--- src/rtl/instr_mem_loader.sv ---
// Byte-stream loader for the instruction memory write port; holds the core in reset until loaded.
// Define LOADER_CKSUM_EN to require a trailing XOR checksum byte before completion.
module instr_mem_loader #(
    parameter int MEM_DEPTH = 1024,
    parameter int CNT_W     = 32
) (
    input  logic             clk,
    input  logic             rst,
    input  logic             start,
    input  logic             rx_valid,
    input  logic [7:0]       rx_data,
    output logic             rx_ready,
    output logic             WE,
    output logic [31:0]      A,
    output logic [31:0]      WD,
    output logic             busy,
    output logic             done,
    output logic             err,
    output logic             cpu_rst,
    output logic [CNT_W-1:0] words_loaded
);
    typedef enum logic [2:0] {
        S_IDLE,
        S_LEN,
        S_DATA,
        S_WRITE,
        S_DONE,
        S_ERR
`ifdef LOADER_CKSUM_EN
        , S_CSUM
`endif
    } state_t;

`ifdef LOADER_CKSUM_EN
    localparam state_t FIN_ST = S_CSUM;
`else
    localparam state_t FIN_ST = S_DONE;
`endif

    state_t           state_q, state_d;
    logic [1:0]       byte_idx_q;
    logic [31:0]      shift_q;
    logic [CNT_W-1:0] len_q;
    logic [CNT_W-1:0] words_q;
    logic [31:0]      a_q;
    logic [31:0]      wd_q;
`ifdef LOADER_CKSUM_EN
    logic [7:0]       cksum_q;
`endif

    logic             acc;
    logic             last_byte;
    logic             restart;
    logic [31:0]      shift_d;
    logic [CNT_W-1:0] len_d;
    logic [CNT_W-1:0] words_inc;

    // Bytes arrive little-endian, so each new byte enters at the top and slides down.
    assign acc       = rx_valid && rx_ready;
    assign last_byte = acc && (byte_idx_q == 2'd3);
    assign shift_d   = {rx_data, shift_q[31:8]};
    assign len_d     = CNT_W'(shift_d);
    assign words_inc = words_q + CNT_W'(1);
    assign restart   = start && (state_q inside {S_IDLE, S_DONE, S_ERR});

    assign A            = a_q;
    assign WD           = wd_q;
    assign words_loaded = words_q;

    always_ff @(posedge clk or negedge rst) begin
        if (!rst) state_q <= S_IDLE;
        else      state_q <= state_d;
    end

    always_comb begin
        state_d  = state_q;
        rx_ready = 1'b0;
        WE       = 1'b0;
        busy     = 1'b0;
        done     = 1'b0;
        err      = 1'b0;
        cpu_rst  = 1'b0;
        case (state_q)
            S_IDLE: if (start) state_d = S_LEN;
            S_LEN: begin
                rx_ready = 1'b1;
                busy     = 1'b1;
                if (rx_valid && byte_idx_q == 2'd3) begin
                    if (len_d == '0)                      state_d = FIN_ST;
                    else if (len_d > CNT_W'(MEM_DEPTH))   state_d = S_ERR;
                    else                                  state_d = S_DATA;
                end
            end
            S_DATA: begin
                rx_ready = 1'b1;
                busy     = 1'b1;
                if (rx_valid && byte_idx_q == 2'd3) state_d = S_WRITE;
            end
            S_WRITE: begin
                WE      = 1'b1;
                busy    = 1'b1;
                state_d = (words_inc == len_q) ? FIN_ST : S_DATA;
            end
`ifdef LOADER_CKSUM_EN
            S_CSUM: begin
                rx_ready = 1'b1;
                if (rx_valid) state_d = (rx_data == cksum_q) ? S_DONE : S_ERR;
            end
`endif
            S_DONE: begin
                done    = 1'b1;
                cpu_rst = 1'b1;
                if (start) state_d = S_LEN;
            end
            S_ERR: begin
                err = 1'b1;
                if (start) state_d = S_LEN;
            end
            default: state_d = S_IDLE;
        endcase
    end

    always_ff @(posedge clk or negedge rst) begin
        if (!rst) begin
            byte_idx_q <= '0;
            shift_q    <= '0;
            len_q      <= '0;
            words_q    <= '0;
            a_q        <= '0;
            wd_q       <= '0;
`ifdef LOADER_CKSUM_EN
            cksum_q    <= '0;
`endif
        end else if (restart) begin
            // A and WD keep the last written word across a restart.
            byte_idx_q <= '0;
            shift_q    <= '0;
            len_q      <= '0;
            words_q    <= '0;
`ifdef LOADER_CKSUM_EN
            cksum_q    <= '0;
`endif
        end else begin
            if (acc && (state_q inside {S_LEN, S_DATA})) begin
                shift_q    <= shift_d;
                byte_idx_q <= byte_idx_q + 2'd1;
            end
            if (state_q == S_LEN && last_byte) len_q <= len_d;
            if (state_q == S_DATA && last_byte) begin
                a_q  <= 32'(words_q) << 2;
                wd_q <= shift_d;
            end
`ifdef LOADER_CKSUM_EN
            if (state_q == S_DATA && acc) cksum_q <= cksum_q ^ rx_data;
`endif
            if (state_q == S_WRITE) words_q <= words_inc;
        end
    end

endmodule

--- config.mk ---
export PLATFORM = sky130hd
export DESIGN_NAME = instr_mem_loader
export DESIGN_NICKNAME = d
export VERILOG_FILES = /design/src/rtl/instr_mem_loader.sv
export SDC_FILE = /design/constraint.sdc
export NUM_CORES = 1
export LEC_CHECK = 0
export CORE_UTILIZATION = 35
export CTS_BUF_LIST = sky130_fd_sc_hd__clkbuf_4
export DETAILED_ROUTE_END_ITERATION = 8
export HOLD_SLACK_MARGIN = 0.02
export PLACE_DENSITY = 0.57
export SYNTH_ARGS = -nofsm -noshare
export SYNTH_HDL_FRONTEND = slang
export SYNTH_SLANG_ARGS = --single-unit
--- constraint.sdc ---
create_clock -name clk -period 3.61 [get_ports clk]
set_input_delay 0.361 -clock clk [delete_from_list [all_inputs] [get_ports clk]]
set_output_delay 0.361 -clock clk [all_outputs]
set_load 0.005 [all_outputs]
* After elaboration in Yosys (flattened, before gate mapping)
Cells that the tools add are included.
** Cells by class
- $add $sub $neg :: 2
- Magnitude comparators :: 1
- Equal/unequal tests :: 10
- Mux-type cells :: 20
- Bitwise gates (word level) :: 1
- Reduce and logical (&&, ||, !) cells :: 19
** Operators by type and width (number)
- two-way mux 32 bit :: 6
- adder 32 x 1 -> 32 bit, second input constant :: 1
- equality test 32 bit :: 1
- greater-than comparator 32 x 11 -> 1 bit, second input constant :: 1
- zero test 32 bit :: 1
- two-way mux 3 bit :: 6
- case mux 3 bit (4 select lines) :: 1
- nonzero test 2 bit :: 4
- logical AND 1 bit :: 7
- equality test 3 x 2 -> 1 bit, second input constant :: 2
- equality test 3 bit, second input constant :: 2
- OR reduction 3 bit :: 2
- two-way mux 1 bit :: 5
- two-way mux 2 bit :: 2
- inequality test 2 bit, second input constant :: 2
- equality test 3 x 1 -> 1 bit, second input constant :: 1
- zero test 3 bit :: 1
- AND reduction 3 bit :: 1
- nonzero test 3 bit :: 1
- adder 2 x 1 -> 2 bit, second input constant :: 1
- equality test 2 bit, second input constant :: 1
- inequality test 2 x 1 -> 1 bit, second input constant :: 1
- AND reduction 2 bit :: 1
- OR reduction 2 bit :: 1
- NOT 1 bit :: 1
** Storage, ports and cells
- Register bits :: 163

* Logic depth before layout (Yosys ltp)
- Depth after elaboration :: 8
- Depth in mapped cells :: 9
- Gate-level depth less buffers :: 8

* Worst setup path before layout
No wires, ideal clock.
- Kind :: reg-to-reg
- Start point :: reg words_q[0] (netlist: words_loaded[0])
- End point :: reg state_q[1]
- Setup time :: 129 ps
- Data arrival time :: 2932 ps
- Setup slack :: 549 ps
- Cell stages (with the launch flop) :: 9
- Path buffers :: 0
- Clock period less this slack :: 3061 ps
- Cells stage by stage :: dfrtp_1 ha_1 nand3_1 or2_2 a21oi_1 o221a_2 or4b_1 or4_1 o41a_1
** On the way
- Word-level cells in the longest chain between the ends :: 4
** Ends and longest elaborated chain
- start: declaration :: RTL line 44 : logic [CNT_W-1:0] words_q;
- start signal: assignment :: RTL line 156 : if (state_q == S_WRITE) words_q <= words_inc;
- adder 32 x 1 -> 32 bit :: RTL line 63 : assign words_inc = words_q + CNT_W'(1);
- equality test 32 bit :: RTL line 102 : state_d = (words_inc == len_q) ? FIN_ST : S_DATA;
- two-way mux 3 bit :: RTL line 102
- case mux 3 bit (4 select lines) :: RTL line 83 : case (state_q)
- end signal: assignment :: RTL line 72 : else state_q <= state_d;
- end: declaration :: RTL line 40 : state_t state_q, state_d;
No other way between the ends.
A chain may end at the register's enable or synchronous reset.

* Final worst setup path
- Start point :: reg words_q[1] (netlist: words_loaded[1])
- End point :: reg state_q[1]
The elaborated chain is that of the path after synthesis.

==> metrics.md <==
| Metric | Value |
|---|---|
| Status | complete, no violations |
| 1st-iter DRT viols | 457 |
| Final worst-path setup slack | 0.320 ns |
| Max-slew headroom | 0.297 |
| Peak VDD IR | 0.277 mV |
| Longest Clk Path Bufs | 2 |
| H-tree levels | 4 |
| Worst hold path class | in2async |
| Synth Area in Adders | 0.00324 |
| Flops & latches, synth | 155 |
| Post-synth EDFFs | 0 |
| Pleak | 0.00401 uW |
| Kind of critical path | reg2reg |
| Fin Setup TNS | 0 ns |
| # setup viols final | 0 |
| Initial antenna violation count | 0 |
| Total number of yosys warnings | 0 |
| Placement Setup Slack | 0.218 ns |
| Final GP Congestion | 0.892 |
| Max Fclk | 0.304 GHz |
| Ports | 114 |
| Worst setup SP type | flop |
| Largest net degree at the start of global routing | 97 |
| Crit-path slowest cell | or4_1 |
| CP delay by family, top | simple AND/OR/NAND/NOR gates |
| GRT overflow | 0 |
| Yosys cell types | 60 |
| Cell row count | 53 |
| Area grow syn2layout | 22.2% |
| DRT Pass-1 Iters | 7 |
| Most frequent cells in the layout | dfrtp_1, nand2_1, clkdlybuf4s50_1, a21oi_1, mux2_2 |
| Clk slew on worst S/H paths | 0.14 ns |
| Fraction of synthesized area in multiplexers | 0.0943 |
| CP peak stage delay | 0.53 ns |
| Clock Sinks | 155 |
| Num CTS Buffers | 17 |
| Sequential share of the synthesized area | 0.502 |
| Starting Density | 0.362 |
| Clk pwr share | 0.195 |
| Grt met2 use | 0.331 |
| Crit path capture type | flop |
| Met3 Track Usage GR | 0.0403 |
| Max-slew violations | 0 |
| Final min period | 3.29 ns |
| Syn Area/Cell | 9.66 um2 |
| Die Wd | 151 um |
| P_sw | 2300 uW |
| Tcrit/Tclk final | 0.911 |
| Port Buffers | 111 |
| Busiest grt layer | met2 |
| Skew-Pair Late Insertion Delay | 0.57 ns |
| Core area | 21400 um2 |
| Vias in the first global route | 6051 |
| Fillers | 2102 |
| Switching Share | 0.404 |
| Inserted Diodes | 0 |
| Share of cells above drive strength 1 | 0.148 |
| CTS tree | built |
| RSZ-0062 raised after global routing | false |
| Final Hold Viols | 0 |
| Worst-margin pin slew | 1.05 ns |
| Pwr dens | 605 nW/um2 |
| Clk_skew | 0.0163 ns |
| Number of vias in the routed layout | 6346 |
| Largest family of logic cells by synthesized area | simple AND/OR/NAND/NOR gates |
| Post-DP HPWL | 16.1 mm |
| Final wirelength | 22.9 mm |
| Ys flop type | dfrtp_1 |
| Post-synthesis cell count | 800 |
| Flop pwr share | 0.474 |
| CP Cell Sequence | ha_1, nand3_2, nor4_4, and3_1, o221a_2, or4b_1, or4_1, o41a_1 |
| Met1 global-route usage | 0.300 |
| Max Fanout on Critical Path | 7 |
| Fin util | 0.442 |
| Buf/Inv on CP | 0 |
| Maxcap violations | 0 |
| Comb power frac | 0.331 |
| First-pass GRT wire length | 36.2 mm |
| DR WL/cell | 19.3 um |
| P_int | 3400 uW |
| Synth Area in Simple Gates | 0.186 |
| Fraction of registers with async set/reset | 1.00 |
| Synth Area in XOR/XNOR | 0.0520 |
| Commonest non-fill, non-tap cell in the layout | dfrtp_1 |
| All-Layer GR Usage | 0.211 |
| Post-DR vias/cell | 5.35 |
| Remaining antenna violation count | 0 |
| Final Net Count | 912 |
| Area of the die | 22700 um2 |
| Post-Syn Area | 7730 um2 |
| Compound-Gate Fraction of Synth Area | 0.125 |
| WP data required | 4.08 ns |
| Drt drc | 0 |
| Die Y | 151 um |
| Data arrival, critical path | 3.76 ns |
| Root buffer cell | clkbuf_4 |
[final timing paths]
kind,startpoint,slack (ns),cells past startpoint,to
setup / recovery,words_loaded[1]$_DFFE_PN0P_,0.32,8,state_q[1]$_DFFE_PN0P_
hold / removal,rst,0.32,2,A[13]$_DFFE_PN0P_
setup reg to reg,words_loaded[1]$_DFFE_PN0P_,0.32,8,state_q[1]$_DFFE_PN0P_
hold reg to reg,A[2]$_DFFE_PN0P_,0.52,1,A[2]$_DFFE_PN0P_
max in group asynchronous,rst,2.37,3,A[2]$_DFFE_PN0P_
min in group clk,rx_data[7],0.45,3,shift_q[31]$_DFFE_PN0P_
[final cells by class]
type                    count  area, um2  area share
well taps                 275        344      0.0365
inverters                  10       37.5     0.00398
clock buffers              17        128      0.0135
multi-input cells         579       3580       0.379
flip-flops and latches    155       3880       0.411
clock inverters            15        163      0.0172
repair buffers            135       1310       0.139
[cell usage after synthesis, types with 2 or more instances]
master     number  share of area
a211oi_1        3         0.0029
a31o_2          2         0.0023
o211ai_1        2         0.0019
or2_2           5         0.0040
buf_2           6         0.0039
nor4b_1         2         0.0023
mux2i_1         3         0.0039
a21o_1          3         0.0029
nand2b_1        3         0.0024
nor2b_1         5         0.0040
o2111ai_1       6         0.0068
nor2_1         39          0.019
and2_1          3         0.0024
buf_4           7         0.0068
o31ai_1        11          0.011
o21ai_0        44          0.029
ha_1            2         0.0032
o311ai_0        2         0.0023
or4_4           2         0.0029
inv_1           9         0.0044
nand4b_1        3         0.0034
mux2_2         62          0.090
xnor2_1        29          0.033
xor2_1         15          0.017
nand4_1        16          0.013
nor4_1         16          0.013
nor3b_1         4         0.0039
a21oi_1        77          0.050
clkbuf_1       42          0.020
dfrtp_1       155           0.50
nand3_1        16          0.010
or4_1           3         0.0029
or3_1           4         0.0032
a31oi_1         2         0.0016
nor3_1         13         0.0084
o41ai_1         3         0.0034
and3_1          6         0.0049
nand2_1       153          0.074
[stage by stage]
stage / hold slack (ns) / total power [uW] / instance area [um2] / instances
6_report: 0.319 / 5710 / 9440 / 1186
5_1_grt: 0.351 / 6100 / 9440 / 1186
4_1_cts: 0.319 / 5750 / 9430 / 1185
3_5_place_dp: 0.391 / 4620 / 9130 / 1152
3_3_place_gp: 0.389 / 4610 / 9130 / 1152
2_1_floorplan: 0.0654 / 3740 / 7730 / 801
[power groups by stage]
| stage | logic (uW) | registers (uW) | clock network (uW) |
|---|---|---|---|
| 6_report | 1890 | 2700 | 1110 |
| 5_1_grt | 2110 | 2760 | 1230 |
| 3_3_place_gp | 1890 | 2720 | 0 |
| 4_1_cts | 1900 | 2700 | 1150 |
| 2_1_floorplan | 1300 | 2440 | 0 |
| 3_5_place_dp | 1890 | 2730 | 0 |
[sequential cells by signal, indices dropped and copies added, names as in the netlist]
signal and cells:
state_q 3, A 30, shift_q 24, words_loaded 32
len_q 32, byte_idx_q 2, WD 32
[what timing repair did]
item	CTS	global route
gates resized for setup	0	1
hold buffers	1	0
setup endpoints to repair	0	1
hold endpoints to repair	59	0
setup buffers	0	1
[cells by family after synthesis]
group / Yosys count
compound gates: 165
xor+xnor: 45
fa+ha+maj: 2
buf+inv: 67
flops: 155
mux: 65
other cells: 1
simple gates: 300
[per-layer routing]
metal,share of wire,vias up
li1,-,3011
met1,0.47,3130
met2,0.46,183
met3,0.048,22
met4,0.016,0
met5,0,-
Note: power is estimated with default switching activity, not from simulation.
